**config.mk**
```make
export PLATFORM = sky130hd
export DESIGN_NAME = updown_counter_gen_flat
export DESIGN_NICKNAME = d
export VERILOG_FILES = /design/src/rtl/updown_counter_gen_if.sv /design/src/rtl/updown_counter_gen.sv /design/src/flat_wrapper.sv
export SDC_FILE = /design/constraint.sdc
export NUM_CORES = 1
export LEC_CHECK = 0
export CAP_MARGIN = 20
export CORE_UTILIZATION = 45
export CTS_BUF_LIST = sky130_fd_sc_hd__clkbuf_8 sky130_fd_sc_hd__clkbuf_16
export DETAILED_ROUTE_END_ITERATION = 10
export HOLD_SLACK_MARGIN = 0.12
export PLACE_DENSITY = 0.73
export SYNTH_ARGS = -nofsm -noshare
export SYNTH_HDL_FRONTEND = slang
export SYNTH_SLANG_ARGS = --single-unit
```
**constraint.sdc**
```tcl
create_clock -name clk -period 1.98 [get_ports clk]
set_input_delay 0.198 -clock clk [delete_from_list [all_inputs] [get_ports clk]]
set_output_delay 0.198 -clock clk [all_outputs]
set_load 0.05 [all_outputs]
```
**src/rtl/updown_counter_gen_if.sv**
```systemverilog
// Control/status bundle of updown_counter_gen: button pulses, UART command
// strobe, preset load and the display-facing count/status outputs.
interface updown_counter_gen_if #(
  parameter int COUNT_W = 14
);
  logic               btn_mode;
  logic               btn_run_stop;
  logic               btn_clear;
  logic [7:0]         rx_data;
  logic               rx_done;
  logic               load_en;
  logic [COUNT_W-1:0] load_val;
  logic [COUNT_W-1:0] count;
  logic               tc;
  logic               running;
  logic [1:0]         led_mode;
  logic [1:0]         led_run_stop;

  // Driver side: buttons, UART and preset in; count/status back.
  modport master (
    output btn_mode, btn_run_stop, btn_clear, rx_data, rx_done, load_en, load_val,
    input  count, tc, running, led_mode, led_run_stop
  );

  // Counter side.
  modport slave (
    input  btn_mode, btn_run_stop, btn_clear, rx_data, rx_done, load_en, load_val,
    output count, tc, running, led_mode, led_run_stop
  );
endinterface

```
**src/rtl/updown_counter_gen.sv**
```systemverilog
// Parametrised up/down counter with mode/run FSMs and a tick divider.
// Optional feature: define UDC_ONESHOT_EN to stop the run FSM on every count wrap.
module updown_counter_gen #(
  parameter int CLK_HZ    = 100_000_000,
  parameter int TICK_HZ   = 10,
  parameter int MAX_COUNT = 9999,
  parameter int COUNT_W   = 14
) (
  input  logic           clk,
  input  logic           reset,
  updown_counter_gen_if.slave bus
);

  localparam int DIV   = CLK_HZ / TICK_HZ;
  localparam int DIV_W = (DIV > 1) ? $clog2(DIV) : 1;

  localparam logic [DIV_W-1:0]   DIV_LAST  = DIV_W'(DIV - 1);
  localparam logic [COUNT_W-1:0] COUNT_MAX = COUNT_W'(MAX_COUNT);

  // Parameter sanity, reported at elaboration.
  if (CLK_HZ % TICK_HZ != 0) begin : g_bad_ratio
    $error("updown_counter_gen: CLK_HZ must be a multiple of TICK_HZ");
  end
  if (DIV < 2) begin : g_bad_div
    $error("updown_counter_gen: CLK_HZ/TICK_HZ must be at least 2");
  end
  if ((longint'(1) << COUNT_W) <= longint'(MAX_COUNT)) begin : g_bad_width
    $error("updown_counter_gen: COUNT_W too narrow for MAX_COUNT");
  end

  typedef enum logic {
    MODE_UP   = 1'b0,
    MODE_DOWN = 1'b1
  } mode_e;

  typedef enum logic [1:0] {
    RUN_STOP  = 2'd0,
    RUN_RUN   = 2'd1,
    RUN_CLEAR = 2'd2
  } run_state_e;

  mode_e              mode_q, mode_d;
  run_state_e         run_q, run_d;
  logic [DIV_W-1:0]   div_q, div_d;
  logic [COUNT_W-1:0] count_q, count_d;
  logic               tc_q, tc_d;

  logic cmd_mode, cmd_run, cmd_stop, cmd_clear;
  logic mode_req, clear_req, run_req, stop_req;
  logic clear_int;
  logic tick;
  logic wrap_evt;

  // ---------------------------------------------------------------------
  // UART command decode: only bytes qualified by rx_done are commands.
  // ---------------------------------------------------------------------
  // NOTE: every output of a combinational block gets a default first, so
  // no path leaves it unassigned and no latch is inferred.
  always_comb begin
    cmd_mode  = 1'b0;
    cmd_run   = 1'b0;
    cmd_stop  = 1'b0;
    cmd_clear = 1'b0;
    if (bus.rx_done) begin
      case (bus.rx_data)
        8'h4D, 8'h6D: cmd_mode  = 1'b1;
        8'h52, 8'h72: cmd_run   = 1'b1;
        8'h53, 8'h73: cmd_stop  = 1'b1;
        8'h43, 8'h63: cmd_clear = 1'b1;
        default: ;
      endcase
    end
  end

  assign mode_req  = bus.btn_mode  | cmd_mode;
  assign clear_req = bus.btn_clear | cmd_clear;
  assign run_req   = bus.btn_run_stop | cmd_run;
  assign stop_req  = bus.btn_run_stop | cmd_stop;

  // Simultaneous button and command still toggle only once.
  always_comb begin
    mode_d = mode_q;
    if (mode_req) begin
      mode_d = (mode_q == MODE_UP) ? MODE_DOWN : MODE_UP;
    end
  end

  // ---------------------------------------------------------------------
  // Run FSM: next-state logic. Clear always outranks run/stop.
  // ---------------------------------------------------------------------
  always_comb begin
    run_d = run_q;
    case (run_q)
      RUN_STOP: begin
        if (clear_req)    run_d = RUN_CLEAR;
        else if (run_req) run_d = RUN_RUN;
      end
      RUN_RUN: begin
        if (clear_req)     run_d = RUN_CLEAR;
        else if (stop_req) run_d = RUN_STOP;
`ifdef UDC_ONESHOT_EN
        else if (wrap_evt) run_d = RUN_STOP;
`endif
      end
      RUN_CLEAR: run_d = RUN_STOP;
      default:   run_d = RUN_STOP;
    endcase
  end

  // Run FSM / mode outputs, decoded from the registered states only.
  always_comb begin
    bus.running      = 1'b0;
    bus.led_run_stop = 2'b01;
    clear_int        = 1'b0;
    case (run_q)
      RUN_RUN: begin
        bus.running      = 1'b1;
        bus.led_run_stop = 2'b10;
      end
      RUN_CLEAR: begin
        bus.led_run_stop = 2'b00;
        clear_int        = 1'b1;
      end
      default: ;
    endcase
    bus.led_mode = (mode_q == MODE_UP) ? 2'b01 : 2'b10;
  end

  // ---------------------------------------------------------------------
  // Tick divider: advances only in RUN and holds in STOP to keep phase.
  // ---------------------------------------------------------------------
  assign tick = (run_q == RUN_RUN) && (div_q == DIV_LAST);

  always_comb begin
    div_d = div_q;
    if (clear_int || bus.load_en) begin
      div_d = '0;
    end else if (run_q == RUN_RUN) begin
      div_d = tick ? '0 : div_q + DIV_W'(1);
    end
  end

  // ---------------------------------------------------------------------
  // Count datapath, priority clear > load > tick. tc flags a wrap only.
  // ---------------------------------------------------------------------
  always_comb begin
    count_d  = count_q;
    wrap_evt = 1'b0;
    if (clear_int) begin
      count_d = '0;
    end else if (bus.load_en) begin
      count_d = (bus.load_val > COUNT_MAX) ? COUNT_MAX : bus.load_val;
    end else if (tick) begin
      if (mode_q == MODE_UP) begin
        if (count_q == COUNT_MAX) begin
          count_d  = '0;
          wrap_evt = 1'b1;
        end else begin
          count_d = count_q + COUNT_W'(1);
        end
      end else begin
        if (count_q == '0) begin
          count_d  = COUNT_MAX;
          wrap_evt = 1'b1;
        end else begin
          count_d = count_q - COUNT_W'(1);
        end
      end
    end
    tc_d = wrap_evt;
  end

  // ---------------------------------------------------------------------
  // State registers, synchronous reset.
  // ---------------------------------------------------------------------
  // NOTE: sequential state uses non-blocking assignments so every flop
  // samples the pre-edge values regardless of statement order.
  always_ff @(posedge clk) begin
    if (reset) begin
      mode_q  <= MODE_UP;
      run_q   <= RUN_STOP;
      div_q   <= '0;
      count_q <= '0;
      tc_q    <= 1'b0;
    end else begin
      mode_q  <= mode_d;
      run_q   <= run_d;
      div_q   <= div_d;
      count_q <= count_d;
      tc_q    <= tc_d;
    end
  end

  assign bus.count = count_q;
  assign bus.tc    = tc_q;

endmodule

```
**src/flat_wrapper.sv**
```systemverilog
// flat-port wrapper written by rule: the top's interface ports become plain ports
module updown_counter_gen_flat 
#(
  parameter int CLK_HZ    = 100_000_000,
  parameter int TICK_HZ   = 10,
  parameter int MAX_COUNT = 9999,
  parameter int COUNT_W   = 14
)
  (clk, reset, bus_btn_mode, bus_btn_run_stop, bus_btn_clear, bus_rx_data, bus_rx_done, bus_load_en, bus_load_val, bus_count, bus_tc, bus_running, bus_led_mode, bus_led_run_stop);
  updown_counter_gen_if #(.COUNT_W(COUNT_W)) bus_i ();
  input  logic clk;
  input  logic reset;
  input wire logic [$bits(bus_i.btn_mode)-1:0] bus_btn_mode;
  input wire logic [$bits(bus_i.btn_run_stop)-1:0] bus_btn_run_stop;
  input wire logic [$bits(bus_i.btn_clear)-1:0] bus_btn_clear;
  input wire logic [$bits(bus_i.rx_data)-1:0] bus_rx_data;
  input wire logic [$bits(bus_i.rx_done)-1:0] bus_rx_done;
  input wire logic [$bits(bus_i.load_en)-1:0] bus_load_en;
  input wire logic [$bits(bus_i.load_val)-1:0] bus_load_val;
  output wire logic [$bits(bus_i.count)-1:0] bus_count;
  output wire logic [$bits(bus_i.tc)-1:0] bus_tc;
  output wire logic [$bits(bus_i.running)-1:0] bus_running;
  output wire logic [$bits(bus_i.led_mode)-1:0] bus_led_mode;
  output wire logic [$bits(bus_i.led_run_stop)-1:0] bus_led_run_stop;
  assign bus_i.btn_mode = bus_btn_mode;
  assign bus_i.btn_run_stop = bus_btn_run_stop;
  assign bus_i.btn_clear = bus_btn_clear;
  assign bus_i.rx_data = bus_rx_data;
  assign bus_i.rx_done = bus_rx_done;
  assign bus_i.load_en = bus_load_en;
  assign bus_i.load_val = bus_load_val;
  assign bus_count = bus_i.count;
  assign bus_tc = bus_i.tc;
  assign bus_running = bus_i.running;
  assign bus_led_mode = bus_i.led_mode;
  assign bus_led_run_stop = bus_i.led_run_stop;
  updown_counter_gen #(.CLK_HZ(CLK_HZ), .TICK_HZ(TICK_HZ), .MAX_COUNT(MAX_COUNT), .COUNT_W(COUNT_W)) u_core (.clk(clk), .reset(reset), .bus(bus_i));
endmodule
```
==> results.py <==
metrics = {
    "yosys": {
        "synth_flop_cell": "dfxtp_1",
        "postSynthCellCount": 364,
        "ys_ff_latch": 42,
        "synth-edff-count": 0,
        "synth_fa_ha_area_frac": 0.0269,
        "synth_top_family_by_area": "simple AND/OR/NAND/NOR gates",
        "synth-xor-area-share": 0.0847,
        "yosysWarnings": 0,
        "synth-async-reset-ratio": 0,
        "synthSimpleGateAreaFrac": 0.320,
        "syn_avg_cell_area_um2": 7.67,
        "synth.area.mux_share": 0.0108,
        "yosysUniqueCellTypes": 59,
        "synth_fp_nets": 399,
        "netlist_area_um2": 2790,
        "yosysSeqAreaShare": 0.301,
        "synth-compound-area-share": 0.194,
    },
    "route": {
        "drc": 0,
        "first_pass_iters": 5,
        "vias_per_cell": 5.83,
        "wire_per_inst_um": 15.4,
        "drt-total-wl_um": 8330,
        "vias": 3149,
        "drt-initial-drc-count": 236,
        "ant_nets": 0,
    },
    "power_and_ir_drop": {
        "p_leak_nw": 1.50,
        "fin_total_pwr_w": 0.00224,
        "power.density_nw_per_um2": 556,
        "ir_drop_uv": 445,
    },
    "clocking": {
        "path_clk_slew_ns": 0.09,
        "cts_buffers": 5,
        "clkSinkCount": 42,
        "clk_latency_ns": 0.29,
        "ctsLongestPathBuffers": 2,
        "cts_hold_buf": 0,
        "cts_max_level": 2,
        "cts-root-buf": "clkbuf_8",
        "cts_tree": "yes",
    },
    "grt": {
        "grt_antenna_before_repair": 0,
        "grt_util_all_layers": 0.260,
        "grt_pass1_vias": 2904,
        "grt_max_degree": 22,
        "grt_pass1_wl_um": 13200,
        "grt_overflow": 0,
    },
    "critical_path": {
        "startpoint_type": "flop",
        "cp_data_arrival_time_ns": 2.21,
        "r2r-start": "u_core.bus.count[4]",
        "crit_required_ns": 2.16,
        "critPathCaptureType": "flop",
        "max_stage_delay_ns": 0.54,
        "critPathMaxFanout": 5,
        "r2r-end": "u_core.bus.count[9]",
        "crit_type": "reg -> reg",
        "reg2reg_depth": 6,
        "reg2reg_setup_slack_ns": -0.06,
        "cp.buffers_inverters": 0,
        "crit_chain": "or4_4 -> o41a_1 -> a221oi_2 -> a31oi_1 -> o22ai_1 -> o31ai_1",
        "cp_top_family": "compound AO/OA/AOI/OAI gates",
        "slowest_stage": "or4_4",
    },
    "placed_design": {
        "gp_congestion": 0.933,
        "postPlaceCellArea_um2": 3760,
        "dp_hpwl_um": 6250,
        "port-buffer-count": 47,
    },
    "floorplan": {
        "ioPinCount": 49,
        "chipHeight_um": 80.8,
        "coreArea_um2": 5960,
        "fp.dieArea_um2": 6520,
        "rows": 28,
        "initial_core_util": 0.469,
        "die_x_um": 80.8,
    },
    "final_layout": {
        "area_growth_pct": 44.0,
        "n_antenna_cell": 0,
        "final_area_um2": 4020,
        "fillCellCount": 502,
        "multi_input_area_um2": 1950,
        "utilization": 0.675,
        "layout-drive-gt1-share": 0.290,
        "fin_nets": 499,
        "seqCellArea_um2": 861,
    },
    "sta": {
        "fin_crit_sh": 1.03,
        "fin_ws_ns": -0.0574,
        "maxSlewViolCount": 0,
        "finalHoldViolations": 0,
        "slew_headroom": 0.588,
        "setup_viol": 4,
        "finClkSkew_ns": 0.00464,
        "rsz0062_at_grt": "true",
        "worst_pin_slew_ns": 0.612,
        "max_freq_ghz": 0.491,
        "period_needed_ns": 2.04,
    },
    "run_status": {
        "violations": "setup timing",
        "outcome": "finished with violations",
    },
    "job": {
        "cap_violations": 0,
    },
    "worst_hold_path": {
        "whs_path_depth": 2,
        "hold_path.startpoint": "u_core.run_q[1]",
        "hold_class": "reg -> reg",
        "min_to": "u_core.run_q[1]",
    },
}
[cells in the mapped netlist (10+ instances only)]
library cell	instances	area share
nor4_1	11	0.025
nand2_1	28	0.038
nand3_1	20	0.036
nor3_1	14	0.025
clkbuf_1	15	0.020
o21ai_0	10	0.018
a21oi_1	19	0.034
xor2_1	15	0.047
xnor2_1	12	0.038
nor2_1	51	0.069
dfxtp_1	42	0.30
nand4_1	14	0.031
inv_1	11	0.015
[through the flow]
| stage | worst slack, ns | instances | hold WS (ns) | TNS, ns |
|---|---|---|---|---|
| final | -0.0574 | 540 | 0.473 | -0.117 |
| after global routing | -0.116 | 540 | 0.505 | -0.628 |
| after global placement | -0.0958 | 526 | 0.458 | -0.359 |
| after floorplan | -0.272 | 364 | 0.267 | -1.61 |
| after CTS | -0.0993 | 538 | 0.483 | -0.342 |
| after detailed placement | -0.161 | 526 | 0.470 | -0.594 |
[how the worst max path moves through the flow]
stage	startpoint	to	cells after the start
2_1_floorplan	u_core.bus.count[5]	u_core.bus.count[8]	9
3_3_place_gp	u_core.bus.count[13]	u_core.bus.count[11]	6
3_5_place_dp	u_core.bus.count[0]	u_core.bus.count[10]	7
4_1_cts	u_core.bus.count[4]	u_core.bus.count[8]	6
5_1_grt	u_core.bus.count[4]	u_core.bus.count[9]	6
6_report	u_core.bus.count[4]	u_core.bus.count[9]	6
[flip-flops by register name, summed over array words and instances, names as in the netlist]
register          count
u_core.div_q         24
u_core.bus.count     14
u_core.run_q          2
u_core.bus.tc         1
u_core.mode_q         1
[final cells by class]
| class | count | area share |
|---|---|---|
| Clock buffer | 5 | 0.0171 |
| Inverter | 11 | 0.0103 |
| Clock inverter | 3 | 0.00436 |
| Tap cell | 75 | 0.0233 |
| Sequential cell | 42 | 0.214 |
| Multi-Input combinational cell | 287 | 0.484 |
| Timing Repair Buffer | 117 | 0.246 |
[worst reg2reg max path, cell delays in order (launching register included)]
cell and delay (ns):
dfxtp_2 0.33, or4_4 0.54, o41a_1 0.49, a221oi_2 0.26
a31oi_1 0.06, o22ai_1 0.13, o31ai_1 0.10
[metal layers]
layer / global-route usage / up-vias / share of wire
li1: - / 1530 / -
met1: 0.341 / 1491 / 0.46
met2: 0.431 / 108 / 0.46
met3: 0.0483 / 20 / 0.061
met4: 0.0839 / 0 / 0.019
met5: 0 / - / 0
[cell families (layout without fill, tap and decap cells)]
| logic type | count (synthesis) | in the layout |
|---|---|---|
| buffers and inverters | 36 | 136 |
| AOI/OAI and AO/OA | 75 | 76 |
| adders and majority gates | 6 | 6 |
| and+or+nand+nor | 175 | 175 |
| DFF | 42 | 42 |
| muxes | 3 | 3 |
| xor gates and xnor gates | 27 | 27 |
[timing repair]
item,CTS,global route
gates resized for setup,5,27
gates cloned,1,0
buffers inserted,3,2
pin swaps,7,14
endpoints found under the setup margin,8,17
[cell usage in the layout (no fill, tap or decap), types with 7 or more instances in the layout]
cell,synthesis,final
nor4_1,11,8
nand2_1,28,27
nor2_1,51,48
dfxtp_1,42,30
nand4_1,14,14
a21oi_1,19,18
xnor2_1,12,12
xor2_1,15,15
inv_1,11,11
nor3_1,14,12
o21ai_0,10,7
nand3_1,20,19
dfxtp_2,0,10
buf_4,2,76
clkdlybuf4s50_1,0,40
[power by group]
part / total (W) / internal [W] / switching (W)
combinational: 0.000782 / 0.000346 / 0.000436
clock: 0.000558 / 0.000244 / 0.000314
sequential: 0.000896 / 0.000873 / 0.0000230
total: 0.00224 / 0.00146 / 0.000772
No activity file was read; power rests on OpenSTA's default activity.
